===== src/rtl/upg_loader_if.sv =====
// Boot-loader byte stream, response handshake and shared programming write port.
// master = loader controller, slave = UART / memory side.
interface upg_loader_if;
  logic        rx_valid_i;
  logic [7:0]  rx_data_i;
  logic        tx_ready_i;
  logic        tx_valid_o;
  logic [7:0]  tx_data_o;
  logic        upg_wen_o;
  logic [14:0] upg_adr_o;
  logic [31:0] upg_dat_o;
  logic        upg_done_o;
  logic        upg_err_o;

  modport master (
    input  rx_valid_i, rx_data_i, tx_ready_i,
    output tx_valid_o, tx_data_o, upg_wen_o, upg_adr_o, upg_dat_o,
           upg_done_o, upg_err_o
  );

  modport slave (
    output rx_valid_i, rx_data_i, tx_ready_i,
    input  tx_valid_o, tx_data_o, upg_wen_o, upg_adr_o, upg_dat_o,
           upg_done_o, upg_err_o
  );
endinterface


===== src/rtl/upg_loader_ctrl.sv =====
// UART boot-loader sequencer: frames CMD/CNT/DATA/CSUM segments, assembles
// little-endian words onto the programming port and answers ACK/NAK per segment.
module upg_loader_ctrl #(
  parameter int unsigned TIMEOUT_CYCLES = 10000000,
  parameter int unsigned MAX_WORDS      = 16384
) (
  input logic          upg_clk_i,
  input logic          upg_rst_n_i,
  upg_loader_if.master bus
);
  localparam int unsigned TMO_W = $clog2(TIMEOUT_CYCLES + 1);
  localparam logic [7:0]  ACK   = 8'h06;
  localparam logic [7:0]  NAK   = 8'h15;

  typedef enum logic [2:0] {
    S_IDLE, S_CNT_LO, S_CNT_HI, S_DATA, S_CSUM, S_ERR, S_DONE
  } state_t;

  state_t           state_q, state_d;
  logic             seg_sel_q;
  logic [13:0]      word_idx_q;
  logic [7:0]       cnt_lo_q;
  logic [15:0]      word_cnt_q;
  logic [1:0]       byte_idx_q;
  logic [23:0]      asm_q;
  logic [7:0]       chk_q;
  logic [TMO_W-1:0] tmo_q;

  logic        in_frame, tmo_hit, last_byte, last_word, queue_ack, queue_nak;
  logic [15:0] cnt_rx;

  assign cnt_rx = {bus.rx_data_i, cnt_lo_q};

  always_comb begin
    state_d   = state_q;
    in_frame  = (state_q == S_CNT_LO) || (state_q == S_CNT_HI) ||
                (state_q == S_DATA)   || (state_q == S_CSUM);
    tmo_hit   = in_frame && !bus.rx_valid_i &&
                (tmo_q == TMO_W'(TIMEOUT_CYCLES - 1));
    last_byte = (byte_idx_q == 2'd3);
    last_word = ((16'(word_idx_q) + 16'd1) == word_cnt_q);
    queue_ack = ((state_q == S_CSUM) && bus.rx_valid_i && (bus.rx_data_i == chk_q)) ||
                ((state_q == S_DONE) && !bus.upg_done_o);
    queue_nak = (state_q == S_ERR);
    unique case (state_q)
      S_IDLE: if (bus.rx_valid_i) begin
        if ((bus.rx_data_i == 8'h01) || (bus.rx_data_i == 8'h02)) state_d = S_CNT_LO;
        else if (bus.rx_data_i == 8'hFF)                          state_d = S_DONE;
        else                                                      state_d = S_ERR;
      end
      S_CNT_LO: if (bus.rx_valid_i) state_d = S_CNT_HI;
                else if (tmo_hit)   state_d = S_ERR;
      S_CNT_HI: if (bus.rx_valid_i) begin
        if ({1'b0, cnt_rx} > 17'(MAX_WORDS)) state_d = S_ERR;
        else if (cnt_rx == 16'd0)            state_d = S_CSUM;
        else                                 state_d = S_DATA;
      end else if (tmo_hit) state_d = S_ERR;
      S_DATA: if (bus.rx_valid_i) begin
        if (last_byte && last_word) state_d = S_CSUM;
      end else if (tmo_hit) state_d = S_ERR;
      S_CSUM: if (bus.rx_valid_i) state_d = (bus.rx_data_i == chk_q) ? S_IDLE : S_ERR;
              else if (tmo_hit)   state_d = S_ERR;
      S_ERR:   state_d = S_IDLE;
      S_DONE:  state_d = S_DONE;
      default: state_d = S_IDLE;
    endcase
  end

  always_ff @(posedge upg_clk_i or negedge upg_rst_n_i) begin
    if (!upg_rst_n_i) state_q <= S_IDLE;
    else              state_q <= state_d;
  end

  always_ff @(posedge upg_clk_i or negedge upg_rst_n_i) begin
    if (!upg_rst_n_i) begin
      seg_sel_q      <= 1'b0;
      word_idx_q     <= '0;
      cnt_lo_q       <= '0;
      word_cnt_q     <= '0;
      byte_idx_q     <= '0;
      asm_q          <= '0;
      chk_q          <= '0;
      tmo_q          <= '0;
      bus.tx_valid_o <= 1'b0;
      bus.tx_data_o  <= '0;
      bus.upg_wen_o  <= 1'b0;
      bus.upg_adr_o  <= '0;
      bus.upg_dat_o  <= '0;
      bus.upg_done_o <= 1'b0;
      bus.upg_err_o  <= 1'b0;
    end else begin
      bus.upg_wen_o <= 1'b0;
      if (!in_frame || bus.rx_valid_i) tmo_q <= '0;
      else                             tmo_q <= tmo_q + TMO_W'(1);

      if (bus.rx_valid_i) begin
        unique case (state_q)
          S_IDLE: begin
            seg_sel_q  <= (bus.rx_data_i == 8'h02);
            chk_q      <= bus.rx_data_i;
            word_idx_q <= '0;
            byte_idx_q <= '0;
          end
          S_CNT_LO: begin
            cnt_lo_q <= bus.rx_data_i;
            chk_q    <= chk_q ^ bus.rx_data_i;
          end
          S_CNT_HI: begin
            word_cnt_q <= cnt_rx;
            chk_q      <= chk_q ^ bus.rx_data_i;
            byte_idx_q <= '0;
          end
          S_DATA: begin
            // Bytes enter at the top so the first one ends up in bits 7:0.
            chk_q      <= chk_q ^ bus.rx_data_i;
            byte_idx_q <= byte_idx_q + 2'd1;
            if (last_byte) begin
              bus.upg_wen_o <= 1'b1;
              bus.upg_dat_o <= {bus.rx_data_i, asm_q};
              bus.upg_adr_o <= {seg_sel_q, word_idx_q};
              word_idx_q    <= word_idx_q + 14'd1;
            end else begin
              asm_q <= {bus.rx_data_i, asm_q[23:8]};
            end
          end
          default: ;
        endcase
      end

      if (state_q == S_ERR)                       bus.upg_err_o  <= 1'b1;
      if ((state_q == S_DONE) && !bus.upg_done_o) bus.upg_done_o <= 1'b1;

      // A fresh response overwrites one the host has not yet taken.
      if (queue_ack || queue_nak) begin
        bus.tx_valid_o <= 1'b1;
        bus.tx_data_o  <= queue_nak ? NAK : ACK;
      end else if (bus.tx_valid_o && bus.tx_ready_i) begin
        bus.tx_valid_o <= 1'b0;
      end
    end
  end
endmodule


===== src/flat_wrapper.sv =====
// flat-port wrapper written by rule: the top's interface ports become plain ports
module upg_loader_ctrl_flat 
#(
  parameter int unsigned TIMEOUT_CYCLES = 10000000,
  parameter int unsigned MAX_WORDS      = 16384
)
  (upg_clk_i, upg_rst_n_i, bus_rx_valid_i, bus_rx_data_i, bus_tx_ready_i, bus_tx_valid_o, bus_tx_data_o, bus_upg_wen_o, bus_upg_adr_o, bus_upg_dat_o, bus_upg_done_o, bus_upg_err_o);
  upg_loader_if bus_i ();
  input logic upg_clk_i;
  input logic upg_rst_n_i;
  input wire logic [$bits(bus_i.rx_valid_i)-1:0] bus_rx_valid_i;
  input wire logic [$bits(bus_i.rx_data_i)-1:0] bus_rx_data_i;
  input wire logic [$bits(bus_i.tx_ready_i)-1:0] bus_tx_ready_i;
  output wire logic [$bits(bus_i.tx_valid_o)-1:0] bus_tx_valid_o;
  output wire logic [$bits(bus_i.tx_data_o)-1:0] bus_tx_data_o;
  output wire logic [$bits(bus_i.upg_wen_o)-1:0] bus_upg_wen_o;
  output wire logic [$bits(bus_i.upg_adr_o)-1:0] bus_upg_adr_o;
  output wire logic [$bits(bus_i.upg_dat_o)-1:0] bus_upg_dat_o;
  output wire logic [$bits(bus_i.upg_done_o)-1:0] bus_upg_done_o;
  output wire logic [$bits(bus_i.upg_err_o)-1:0] bus_upg_err_o;
  assign bus_i.rx_valid_i = bus_rx_valid_i;
  assign bus_i.rx_data_i = bus_rx_data_i;
  assign bus_i.tx_ready_i = bus_tx_ready_i;
  assign bus_tx_valid_o = bus_i.tx_valid_o;
  assign bus_tx_data_o = bus_i.tx_data_o;
  assign bus_upg_wen_o = bus_i.upg_wen_o;
  assign bus_upg_adr_o = bus_i.upg_adr_o;
  assign bus_upg_dat_o = bus_i.upg_dat_o;
  assign bus_upg_done_o = bus_i.upg_done_o;
  assign bus_upg_err_o = bus_i.upg_err_o;
  upg_loader_ctrl #(.TIMEOUT_CYCLES(TIMEOUT_CYCLES), .MAX_WORDS(MAX_WORDS)) u_core (.upg_clk_i(upg_clk_i), .upg_rst_n_i(upg_rst_n_i), .bus(bus_i));
endmodule

===== config.mk =====
export PLATFORM = sky130hd
export DESIGN_NAME = upg_loader_ctrl_flat
export DESIGN_NICKNAME = d
export VERILOG_FILES = /design/src/rtl/upg_loader_if.sv /design/src/rtl/upg_loader_ctrl.sv /design/src/flat_wrapper.sv
export SDC_FILE = /design/constraint.sdc
export NUM_CORES = 1
export LEC_CHECK = 0
export BUFFER_PORTS_ARGS = -buffer_cell sky130_fd_sc_hd__buf_2
export CAP_MARGIN = 20
export CORE_MARGIN = 5
export CORE_UTILIZATION = 30
export CTS_BUF_LIST = sky130_fd_sc_hd__clkbuf_4
export CTS_CLUSTER_SIZE = 10
export DETAILED_ROUTE_END_ITERATION = 16
export GPL_TIMING_DRIVEN = 1
export MAX_ROUTING_LAYER = met4
export RECOVER_POWER = 25
export SETUP_SLACK_MARGIN = 0.4
export SYNTH_ARGS = -nofsm -noshare
export SYNTH_HDL_FRONTEND = slang
export SYNTH_SLANG_ARGS = --single-unit

===== constraint.sdc =====
create_clock -name upg_clk_i -period 2.05 [get_ports upg_clk_i]
set_input_delay 0 -clock upg_clk_i [delete_from_list [all_inputs] [get_ports upg_clk_i]]
set_output_delay 0 -clock upg_clk_i [all_outputs]
set_load 0.01 [all_outputs]

Word-level counts from Yosys, hierarchy flattened
Index checks and enable logic that the tools add are counted.

Register bits after elaboration: 159. Input port bits: 12. Output and inout bits: 59. Logic and storage cells: 97.

$add $sub $neg: 4. Order comparisons: 1. Equal/unequal tests: 16. Muxes and demuxes: 24. Bitwise gates (word level): 2. Reductions and logical operators: 34.

Operators with widths (count): $mux 3 (11); $pmux 14 s2 (1); $add 24x1->24 const B (1); $eq 24x24->1 const B (1); $mux 24 (1); $pmux 3 s6 (1); $eq 16x16->1 (1); $gt 16x15->1 const B (1); $logic_not 16->1 (1); $pmux 8 s2 (1); $add 14x1->15 const B (1); $add 14x1->14 const B (1); $mux 14 (1); $reduce_and 2->1 (6); $eq 3x3->1 const B (3); $reduce_and 3->1 (3); $eq 8x1->1 const B (1); $eq 8x2->1 const B (1); $eq 8x8->1 (1); $eq 8x8->1 const B (1); $reduce_bool 2->1 (4); $xor 8x8->8 (1); $logic_and 1x1->1 (7); $logic_or 1x1->1 (7); other kinds (16) (23).

Longest topological paths before layout
Gate-level depths: netlist (run 1).

Depth in word-level cells: 9. Depth in mapped cells: 9. Gate-level depth less buffers: 7.

Worst setup path before layout (run 1)
No wires, ideal clock.

Kind: reg-to-reg. Start: reg u_core.word_idx_q[0]. End: reg u_core.state_q[2]. Setup time: 119 ps. Arrival: 1857 ps. Path slack: 74 ps. Cell stages (with the launch flop): 9. Buffers on the path: 1. Period minus slack after synthesis: 1976 ps. Cell sequence: dfrtp_1 -> ha_1 -> clkbuf_1 -> nand3_1 -> o41ai_1 -> o31ai_1 -> and2_1 -> o2111a_2 -> o21ba_1.

Longest elaborated chain between the ends: 5.

Ends and longest elaborated chain: start, declared (line upg_loader_ctrl.sv:21) `logic [13:0] word_idx_q;`; start signal, assigned (line upg_loader_ctrl.sv:121) `word_idx_q <= word_idx_q + 14'd1;`; $add 14x1->15 (line upg_loader_ctrl.sv:41) `last_word = ((16'(word_idx_q) + 16'd1) == word_cnt_q);`; $eq 16x16->1 (line upg_loader_ctrl.sv:41); $logic_and 1x1->1 (line upg_loader_ctrl.sv:59) `if (last_byte && last_word) state_d = S_CSUM;`; $ne 3x3->1 (no source line); $reduce_and 2->1 (no source line); end signal, assigned (line upg_loader_ctrl.sv:71) `else state_q <= state_d;`; end, declared (line upg_loader_ctrl.sv:19) `state_t state_q, state_d;`.

Every way passes these cells. A chain may end at the register's enable or synchronous reset.

Worst setup path after layout (run 1)
Start: reg u_core.tmo_q[11]. End: reg u_core.state_q[1].

Longest elaborated chain between the ends: 5. Elaborated cells between the ends (all ways): 8. Classes of those cells: 1 x eq/ne; 6 x mux; 1 x reduce/logical.

Ends and longest elaborated chain: start, declared (line upg_loader_ctrl.sv:27) `logic [TMO_W-1:0] tmo_q;`; start signal, assigned (line upg_loader_ctrl.sv:94) `else tmo_q <= tmo_q + TMO_W'(1);`; $eq 24x24->1 (*) (line upg_loader_ctrl.sv:39) `(tmo_q == TMO_W'(TIMEOUT_CYCLES - 1));`; $logic_and 1x1->1 (*) (line upg_loader_ctrl.sv:38) `tmo_hit = in_frame && !bus.rx_valid_i &&`; $mux 3 (*); $mux 3 (on tied branches); $pmux 3 s6 (*).

Mark *: on every way between the ends. The rest lies on a longest branch, timed or not.

==> results.json, run 1 <==
{
  "status": "finished clean",
  "drt_drc_violations_left": 0,
  "fin_ws_ns": 0.0261,
  "fin_crit_sh": 0.987,
  "worstSetupEndpointType": "flop",
  "start_util": 0.306,
  "cp-start-kind": "flop",
  "gp_congestion": 0.839,
  "pwr-share-clk": 0.208,
  "numCtsBuffers": 17,
  "synth_edf_count": 0,
  "whs_ns": 0.168,
  "track_usage": 0.137,
  "netSwitchingFraction": 0.356,
  "timing.rr.start": "u_core.tmo_q[11]$_DFF_PN0_",
  "ys_warn_count": 0,
  "seq_area_frac_synth": 0.533,
  "rsz0062_at_grt": "yes",
  "dpl_worst_slack_ns": -0.0301,
  "whs_path_depth": 3,
  "p_comb_frac": 0.297,
  "core_area_um2": 23600,
  "crit_chain": "or4b_4, nor4_4, nand2_1, a221oi_2, o22ai_1, o21bai_1",
  "hold_violations": 0,
  "powerDensity_nw_per_um2": 933,
  "htree_levels": 4,
  "critical_path_class": "flop to flop",
  "dp_hpwl_um": 11900,
  "synth.distinct_cells": 62,
  "p_int_mw": 5.44,
  "fin_nets": 857,
  "synth_area_per_cell_um2": 10.0,
  "clkTransAtPathRegs_ns": 0.17,
  "via_per_inst": 4.77,
  "slew_viol_final": 0,
  "setup_violations": 0,
  "synthArstFlopShare": 1.00,
  "antenna_found_initial": 1,
  "cts_root_buf": "clkbuf_4",
  "hold_path.class": "primary input to flop",
  "crit_arrival_ns": 2.46,
  "path_delay_family": "simple AND/OR/NAND/NOR gates",
  "vias": 5601,
  "drt_wl_total_um": 17600,
  "postSynthCellCount": 723,
  "ir_worst_vdd_uv": 344,
  "crit_buf_inv": 0,
  "worst_pin_slew_ns": 1.18,
  "post_drt_wl_per_cell_um": 15.0,
  "io_buffers": 66,
  "clk_latency_ns": 0.57,
  "ctsLongestPathBuffers": 2,
  "pin_count": 71,
  "max_freq_mhz": 494,
  "fp.dieW_um": 165,
  "hold_path_end": "u_core.bus.tx_valid_o$_DFFE_PN0P_",
  "critPathSlowestCell": "or4b_4",
  "overflow": 0,
  "hold_start": "bus_tx_ready_i",
  "clock_sinks": 154,
  "drt_iter0_drc": 304,
  "area.growth.synth_to_final_pct": 25.2,
  "synth_top_flop_cell": "dfrtp_1",
  "reg2reg_slack_ns": 0.03,
  "r2r-end": "u_core.state_q[1]$_DFFE_PN0P_",
  "relSlewSlack": 0.215,
  "ant_nets": 0,
  "power_switching_mw": 3.01,
  "finClkSkew_ns": 0.0322,
  "drv_cap": 0,
  "grt_pass1_vias": 5649,
  "cts_tree": "done",
  "cp.required_ns": 2.49,
  "critPathMaxStageDelay_ns": 0.55,
  "drive_above_1_share": 0.313,
  "utilization": 0.384,
  "syn_area_um2": 7240,
  "dieArea_um2": 27300,
  "fin_tns_setup_ns": 0,
  "die_y_um": 165,
  "grt_start_max_net_pins": 56,
  "first_pass_iters": 4,
  "reg2reg_depth": 6,
  "power_leakage_nw": 4.28,
  "post-route-min-period_ns": 2.02,
  "num_rows": 56,
  "grt_pass1_wl_um": 29000,
  "crit_fanout": 3,
  "synth-seq-cells": 154,
  "seqPwrFrac": 0.495
}
[synth_stat cells (all sizes together) (2+ instances only)]
| master | count | area share |
|---|---|---|
| a211oi | 3 | 0.0031 |
| o22ai | 3 | 0.0026 |
| inv | 10 | 0.0052 |
| mux2 | 48 | 0.075 |
| nand2b | 4 | 0.0035 |
| a21oi | 16 | 0.011 |
| a21o | 2 | 0.0021 |
| clkbuf | 28 | 0.015 |
| nand3 | 17 | 0.012 |
| or4 | 2 | 0.0031 |
| o41ai | 4 | 0.0048 |
| and4 | 5 | 0.0062 |
| nor2b | 2 | 0.0017 |
| nand2 | 166 | 0.086 |
| and2 | 3 | 0.0026 |
| nand4b | 3 | 0.0036 |
| ha | 3 | 0.0052 |
| nand4 | 14 | 0.014 |
| mux2i | 2 | 0.0028 |
| xor2 | 21 | 0.025 |
| a31oi | 5 | 0.0043 |
| or3 | 5 | 0.0043 |
| nor3 | 10 | 0.0083 |
| o31ai | 5 | 0.0052 |
| or4b | 2 | 0.0028 |
| o21ai | 34 | 0.024 |
| and3 | 14 | 0.012 |
| xnor2 | 27 | 0.034 |
| nor2 | 53 | 0.027 |
| nor4 | 10 | 0.011 |
| dfrtp | 154 | 0.53 |
| buf | 20 | 0.015 |
| a311oi | 9 | 0.011 |
[cells by family after synthesis]
group | share of synthesized area
compound gates | 0.0861
xor+xnor | 0.0591
fa+ha+maj | 0.00657
buf+inv | 0.0351
flops | 0.533
other cells | 0.000518
mux | 0.0775
simple gates | 0.203
[flip-flops by register name (all words and copies together) (netlist names), 8 cells and up]
register / cells
u_core.bus.upg_adr_o: 15
u_core.word_idx_q: 14
u_core.word_cnt_q: 16
u_core.bus.upg_dat_o: 32
u_core.asm_q: 24
u_core.tmo_q: 24
u_core.chk_q: 8
u_core.cnt_lo_q: 8
[layer usage]
layer / part of all wire / global-route usage
met1: 0.46 / 0.177
met5: 0 / -
met2: 0.49 / 0.220
met4: 0.016 / 0.0420
met3: 0.036 / 0.0268
[stage by stage]
| stage | std cells | area, um^2 | power, mW |
|---|---|---|---|
| final | 1175 | 9060 | 8.45 |
| after global routing | 1175 | 9060 | 9.02 |
| after CTS | 1166 | 8920 | 8.51 |
| after detailed placement | 1108 | 8280 | 6.59 |
| after global placement | 1108 | 8280 | 6.53 |
| after floorplan | 726 | 7390 | 5.84 |
[cell type report]
cell class	count	area (um^2)
timing repair buffer	145	1080
multi-input combinational	514	3420
fill	2375	14500
tap	319	399
inverter	10	40.0
clock inverter	15	130
sequential	154	3860
antenna	1	2.50
clock buffer	17	128
[worst max-delay path by stage]
stage                                startpoint                            end  slack [ns]  cells past startpoint
6_report             u_core.tmo_q[11]$_DFF_PN0_  u_core.state_q[1]$_DFFE_PN0P_        0.03                      6
5_1_grt              u_core.tmo_q[11]$_DFF_PN0_  u_core.state_q[1]$_DFFE_PN0P_       -0.06                      6
4_1_cts              u_core.tmo_q[17]$_DFF_PN0_  u_core.state_q[1]$_DFFE_PN0P_        0.05                      6
3_5_place_dp   u_core.word_idx_q[0]$_DFFE_PN0P_  u_core.state_q[0]$_DFFE_PN0P_       -0.03                      7
3_3_place_gp   u_core.word_idx_q[0]$_DFFE_PN0P_  u_core.state_q[0]$_DFFE_PN0P_        0.08                      7
2_1_floorplan        u_core.tmo_q[11]$_DFF_PN0_  u_core.state_q[2]$_DFFE_PN0P_        0.18                      6
[power by group through the flow]
| stage | Clock (mW) | Sequential, mW | Combinational, mW |
|---|---|---|---|
| 2_1_floorplan | 0 | 4.10 | 1.74 |
| 3_3_place_gp | 0 | 4.21 | 2.32 |
| 3_5_place_dp | 0 | 4.23 | 2.36 |
| 4_1_cts | 1.84 | 4.18 | 2.50 |
| 5_1_grt | 1.96 | 4.27 | 2.78 |
| 6_report | 1.76 | 4.18 | 2.51 |
[tightest hold or removal path: stages]
cell and delay [ns]:
dlygate4sd3_1 0.52, buf_2 0.09, o21ai_0 0.07
[layout by cell type (no fill, tap or decap), types with 4 or more instances in the layout]
master,instances
xor2_1,21
nor3_1,4
conb_1,4
nand3_4,4
buf_2,65
a31oi_1,4
mux2_4,10
o21ai_0,29
or3_1,5
o21ai_1,5
and3_4,5
nor2_1,50
dfrtp_2,7
buf_4,52
inv_6,7
a311oi_1,9
nand3_1,12
buf_12,6
mux2_2,38
inv_1,9
clkbuf_4,17
xnor2_1,26
o31ai_1,5
and3_1,9
dlygate4sd3_1,12
a21oi_1,15
nand4_1,13
buf_6,5
nor4_1,8
dfrtp_1,147
nand2_1,162
clkinv_4,4
[repair_timing]
item,CTS,global route
pin swaps,12,10
hold buffers,12,0
setup endpoints to repair,93,112
resized for setup,36,22
buffers inserted,12,8
gates cloned,2,0
hold endpoints to repair,200,0
Note: power is estimated with default switching activity, not from simulation.
==> run 2, diff against run 1 <==
--- a/config.mk
+++ b/config.mk
@@ -8,13 +8,16 @@
 export BUFFER_PORTS_ARGS = -buffer_cell sky130_fd_sc_hd__buf_2
 export CAP_MARGIN = 20
 export CORE_MARGIN = 5
-export CORE_UTILIZATION = 30
+export CORE_UTILIZATION = 55
 export CTS_BUF_LIST = sky130_fd_sc_hd__clkbuf_4
 export CTS_CLUSTER_SIZE = 10
 export DETAILED_ROUTE_END_ITERATION = 16
+export GPL_ROUTABILITY_DRIVEN = 0
 export GPL_TIMING_DRIVEN = 1
 export MAX_ROUTING_LAYER = met4
+export PLACE_DENSITY = 0.78
 export RECOVER_POWER = 25
+export REMOVE_ABC_BUFFERS = 1
 export SETUP_SLACK_MARGIN = 0.4
 export SYNTH_ARGS = -nofsm -noshare
 export SYNTH_HDL_FRONTEND = slang
==> results.json, run 2 (synthesized netlist as in run 1, its figures left out) <==
{
  "hold_violations": 7,
  "die_y_um": 125,
  "critical_path_class": "flop to flop",
  "start_util": 0.553,
  "post_drt_wl_per_cell_um": 17.3,
  "finalInstanceArea_um2": 8820,
  "drt_iter0_drc": 455,
  "ctsLongestPathBuffers": 2,
  "fin_crit_sh": 1.05,
  "io_buffers": 66,
  "power_mw": 8.76,
  "status": "finished with violations",
  "slew_viol_final": 0,
  "worst_pin_slew_ns": 0.768,
  "cts_root_buf": "clkbuf_4",
  "fin_nets": 853,
  "drt_wl_total_um": 17800,
  "antenna_found_initial": 0,
  "hold_path.class": "primary input to async pin",
  "reg_top3": "u_core.bus.upg_dat_o (32), u_core.asm_q (24), u_core.tmo_q (24)",
  "power_switching_mw": 2.96,
  "fin_tns_setup_ns": -0.263,
  "cts_tree": "done",
  "seqPwrFrac": 0.481,
  "num_rows": 42,
  "placed_cell_area_um2": 7970,
  "clk_latency_ns": 0.57,
  "p_comb_frac": 0.279,
  "relSlewSlack": 0.488,
  "htree_levels": 4,
  "dp_hpwl_um": 11700,
  "vias": 5906,
  "mostFrequentLayoutCells": "163 x nand2_1, 148 x dfrtp_1, 65 x buf_2, 52 x buf_4",
  "cp.required_ns": 2.50,
  "grt_pass1_vias": 5911,
  "antennaDiodeCount": 0,
  "clock_sinks": 154,
  "ant_nets": 0,
  "drv_cap": 0,
  "clkTransAtPathRegs_ns": 0.14,
  "layout_commonest_cell": "nand2_1",
  "fp.dieW_um": 125,
  "crit_arrival_ns": 2.60,
  "grt_pass1_wl_um": 29200,
  "top_register": "u_core.bus.upg_dat_o",
  "setup_violations": 3,
  "core_area_um2": 13100,
  "drt_drc_violations_left": 0,
  "first_pass_iters": 6,
  "via_per_inst": 5.75,
  "grt_start_max_net_pins": 71,
  "largest_reg_flops": 32,
  "violations": "negative hold slack, negative setup slack",
  "pin_count": 71,
  "ir_worst_vdd_uv": 499,
  "fin_ws_ns": -0.0935,
  "pwr-share-clk": 0.239,
  "track_usage": 0.237,
  "overflow": 0,
  "p_int_mw": 5.80,
  "power_leakage_nw": 4.29,
  "finClkSkew_ns": 0.0263,
  "post-route-min-period_ns": 2.14,
  "rsz0062_at_grt": "yes",
  "worstSetupEndpointType": "flop",
  "numCtsBuffers": 17,
  "drive_above_1_share": 0.306,
  "powerDensity_nw_per_um2": 994,
  "cp-start-kind": "flop",
  "netSwitchingFraction": 0.337,
  "max_freq_mhz": 467,
  "crit_fanout": 9,
  "whs_ns": -0.0140,
  "dieArea_um2": 15600,
  "area.growth.synth_to_final_pct": 21.8
}
## run 2: cell count changes in the layout (fill, tap and decap cells not counted), moves of 4 or more
cell	delta
bufinv_16	+4
mux2_2	+10
mux2_4	-10
nand3_4	-4
## run 2: stage by stage
stage | setup slack (ns) | cells | util
floorplan | -1.02 | 678 | -
finish | -0.0935 | 1027 | 0.674
global placement | 0.0650 | 963 | 0.609
global route | -0.135 | 1027 | 0.674
CTS | 0.0243 | 1022 | 0.667
detailed placement | -0.00330 | 963 | 0.609
## run 2: critical path, cell delays in order (launching register included)
cell and delay [ns]:
dfrtp_1 0.45, ha_4 0.21, nand3_1 0.12, buf_4 0.18
nor4_1 0.34, o21ai_0 0.21, a21oi_1 0.17, o2111a_2 0.25
o22ai_1 0.10
## run 2: repair_timing
action | 4_1_cts | 5_1_grt
hold endpoints to repair | 197 | 0
hold buffers | 12 | 0
setup endpoints to repair | 64 | 114
cloned | 3 | 0
gates resized for setup | 36 | 21
setup buffers | 12 | 5
pin swaps | 10 | 5
## run 2: power groups by stage
stage               Combinational [mW]  Sequential [mW]  Clock [mW]
finish                            2.45             4.22        2.10
global route                      2.66             4.30        2.28
CTS                               2.36             4.19        2.14
global placement                  2.13             4.19           0
floorplan                         1.43             4.17           0
detailed placement                2.23             4.25           0
## run 2: final cells by class
cell class	count	area (um^2)
Fill cell	982	4270
Sequential cell	154	3860
Multi-Input combinational cell	514	3300
Timing Repair Buffer	141	1060
Tap cell	176	220
Clock inverter	14	194
Clock buffer	18	135
Inverter	10	42.5
## run 2: worst paths after layout
check	start	endpoint	slack (ns)	cells after the start
max in group asynchronous	upg_rst_n_i	u_core.tmo_q[9]$_DFF_PN0_	0.83	3
worst max-delay path	u_core.word_idx_q[0]$_DFFE_PN0P_	u_core.state_q[0]$_DFFE_PN0P_	-0.09	8
worst max register to register	u_core.word_idx_q[0]$_DFFE_PN0P_	u_core.state_q[0]$_DFFE_PN0P_	-0.09	8
min in group upg_clk_i	bus_tx_ready_i	u_core.bus.tx_valid_o$_DFFE_PN0P_	0.18	3
worst min register to register	u_core.asm_q[6]$_DFFE_PN0P_	u_core.bus.upg_dat_o[6]$_DFFE_PN0P_	0.47	2
worst min-delay path	upg_rst_n_i	u_core.bus.upg_adr_o[12]$_DFFE_PN0P_	-0.01	2
## run 2: metal layers
layer  part of all wire  wire length, um  global-route usage
met5                  0                0                   -
met1               0.39             7000               0.275
met3              0.066             1170              0.0635
met2               0.51             9100               0.394
met4              0.029              507              0.0928
==> run 3, diff against run 2 <==
--- a/config.mk
+++ b/config.mk
@@ -5,6 +5,7 @@
 export SDC_FILE = /design/constraint.sdc
 export NUM_CORES = 1
 export LEC_CHECK = 0
+export ABC_AREA = 1
 export BUFFER_PORTS_ARGS = -buffer_cell sky130_fd_sc_hd__buf_2
 export CAP_MARGIN = 20
 export CORE_MARGIN = 5
==> results.json, run 3 <==
{
  "start_util": 0.564,
  "hold_path.class": "primary input to flop",
  "finClkSkew_ns": 0.0305,
  "crit_arrival_ns": 2.47,
  "drive_above_1_share": 0.295,
  "ir_worst_vdd_uv": 570,
  "top_register": "u_core.bus.upg_dat_o",
  "reg_top3": "u_core.bus.upg_dat_o (32), u_core.asm_q (24), u_core.tmo_q (24)",
  "reg2reg_depth": 12,
  "whs_path_depth": 3,
  "placed_cell_area_um2": 7680,
  "fin_ws_ns": 0.0602,
  "power_leakage_nw": 4.54,
  "clkTransAtPathRegs_ns": 0.14,
  "synthArstFlopShare": 1.00,
  "fin_crit_sh": 0.971,
  "overflow": 0,
  "synth_top_flop_cell": "dfrtp_1",
  "clk_latency_ns": 0.57,
  "max_freq_mhz": 503,
  "clock_sinks": 154,
  "drt_drc_violations_left": 0,
  "grt_pass1_wl_um": 27800,
  "dp_hpwl_um": 11000,
  "powerDensity_nw_per_um2": 1050,
  "finalInstanceArea_um2": 9450,
  "grt_pass1_vias": 5842,
  "power_mw": 9.95,
  "io_buffers": 66,
  "mostFrequentLayoutCells": "201 x nand2_1, 150 x dfrtp_1, 95 x inv_1, 65 x buf_2, 63 x nor2_1",
  "drt_iter0_drc": 615,
  "worstSetupEndpointType": "flop",
  "num_rows": 41,
  "utilization": 0.746,
  "antenna_found_initial": 1,
  "status": "finished clean",
  "critical_path_class": "flop to flop",
  "fin_nets": 1041,
  "drv_cap": 0,
  "synth-seq-cells": 154,
  "cts_tree": "done",
  "hold_violations": 0,
  "worst_pin_slew_ns": 1.36,
  "slew_viol_final": 0,
  "ys_warn_count": 0,
  "numCtsBuffers": 17,
  "synth.distinct_cells": 38,
  "grt_start_max_net_pins": 154,
  "yosysMostFrequentCell": "nand2_1",
  "syn_area_um2": 7140,
  "relSlewSlack": 0.0931,
  "layout_commonest_cell": "nand2_1",
  "fin_tns_setup_ns": 0,
  "synth_area_per_cell_um2": 8.13,
  "cp.required_ns": 2.53,
  "track_usage": 0.239,
  "post-route-min-period_ns": 1.99,
  "core_area_um2": 12700,
  "setup_violations": 0,
  "synth_area_leaders": "dfrtp_1 54%, nand2_1 13%, o21ai_0 6.8%",
  "seq_area_frac_synth": 0.539,
  "via_per_inst": 5.57,
  "dpl_worst_slack_ns": -0.0407,
  "first_pass_iters": 5,
  "dieArea_um2": 15400,
  "synth_top_area_frac": 0.539,
  "postSynthCellCount": 879,
  "fp.dieW_um": 124,
  "pin_count": 71,
  "cts_root_buf": "clkbuf_4",
  "crit_fanout": 5,
  "ctsLongestPathBuffers": 2,
  "synth_top_area_cell": "dfrtp_1",
  "vias": 6752,
  "largest_reg_flops": 32,
  "rsz0062_at_grt": "yes",
  "post_drt_wl_per_cell_um": 16.8,
  "synth_edf_count": 0,
  "area.growth.synth_to_final_pct": 32.2,
  "drt_wl_total_um": 20300,
  "cp-start-kind": "flop",
  "htree_levels": 4,
  "die_y_um": 124,
  "synthTopCellsByCount": "246 x nand2_1, 154 x dfrtp_1, 107 x inv_1",
  "ant_nets": 0
}
## run 3: changes by cell type after synthesis, sizes merged, moves of 9 or more
cell / change
o22ai: +16
xnor2: -26
a311oi: -9
clkbuf: -17
mux2: -48
nand3: +26
inv: +99
o21ai: +67
and3: -13
nand2: +82
xor2: -10
nor2: +33
## run 3: power by group
| part | total, mW | leakage, nW | internal [mW] | switching, mW |
|---|---|---|---|---|
| sequential | 4.61 | 2.04 | 3.92 | 0.691 |
| clock | 1.78 | 0.134 | 0.635 | 1.15 |
| combinational | 3.56 | 2.37 | 1.48 | 2.08 |
## run 3: cells by family (layout without fill, tap and decap cells)
| family | Yosys count | count (layout) | share of synthesized area |
|---|---|---|---|
| buf+inv | 138 | 295 | 0.0778 |
| xor+xnor | 13 | 13 | 0.0179 |
| other cells | 1 | 5 | 0.000525 |
| fa+ha+maj | 3 | 3 | 0.00525 |
| flops | 154 | 154 | 0.539 |
| simple gates | 424 | 424 | 0.250 |
| compound gates | 146 | 146 | 0.109 |
## run 3: critical path, stage by stage, from the launching register on
cell,delay [ns]
dfrtp_1,0.46
nand2_1,0.12
nor2_1,0.26
nand4_1,0.21
nand3_1,0.15
nand2_1,0.07
inv_1,0.07
nand2_1,0.06
nor2_1,0.11
nand3_1,0.14
nand2_2,0.11
nand2_1,0.05
nor2_1,0.09
## run 3: final cells by class
cell class / instances / area, um^2
tap: 172 / 215
inverter: 109 / 435
clock inverter: 13 / 118
timing repair buffer: 154 / 1380
clock buffer: 19 / 143
antenna: 1 / 2.50
fill: 871 / 3220
multi-input combinational: 590 / 3290
sequential: 154 / 3860
## run 3: metal layers
metal  up-vias  wire length, um  global-route usage
li1       3134                -                   -
met1      3242             8150               0.310
met3        61             1340              0.0459
met2       315            10100               0.377
met4         0              697              0.0869
met5         -                0                   -
## run 3: path summary, 6_finish.rpt
path                                                startpoint  slack [ns]                                  end
setup / recovery              u_core.word_idx_q[8]$_DFFE_PN0P_        0.06        u_core.state_q[2]$_DFFE_PN0P_
hold / removal                                  bus_tx_ready_i        0.15    u_core.bus.tx_valid_o$_DFFE_PN0P_
setup reg to reg              u_core.word_idx_q[8]$_DFFE_PN0P_        0.06        u_core.state_q[2]$_DFFE_PN0P_
hold reg to reg            u_core.bus.tx_data_o[2]$_DFFE_PN0P_        0.48  u_core.bus.tx_data_o[2]$_DFFE_PN0P_
max in group asynchronous                          upg_rst_n_i        0.71     u_core.word_idx_q[2]$_DFFE_PN0P_
min in group asynchronous                          upg_rst_n_i        0.32    u_core.bus.tx_valid_o$_DFFE_PN0P_
## run 3: through the flow
| step | hold WS [ns] | instances |
|---|---|---|
| 2_1_floorplan | -0.296 | 853 |
| 3_3_place_gp | -0.221 | 1103 |
| 3_5_place_dp | -0.221 | 1103 |
| 4_1_cts | 0.123 | 1169 |
| 5_1_grt | 0.154 | 1212 |
| 6_report | 0.149 | 1212 |
## run 3: what timing repair did
| action | 4_1_cts | 5_1_grt |
|---|---|---|
| pin swaps | 18 | 29 |
| hold buffers | 13 | 0 |
| setup endpoints to repair | 48 | 109 |
| buffers inserted | 20 | 28 |
| endpoints found under the hold margin | 222 | 0 |
| gates cloned | 1 | 14 |
| gates resized for setup | 37 | 191 |
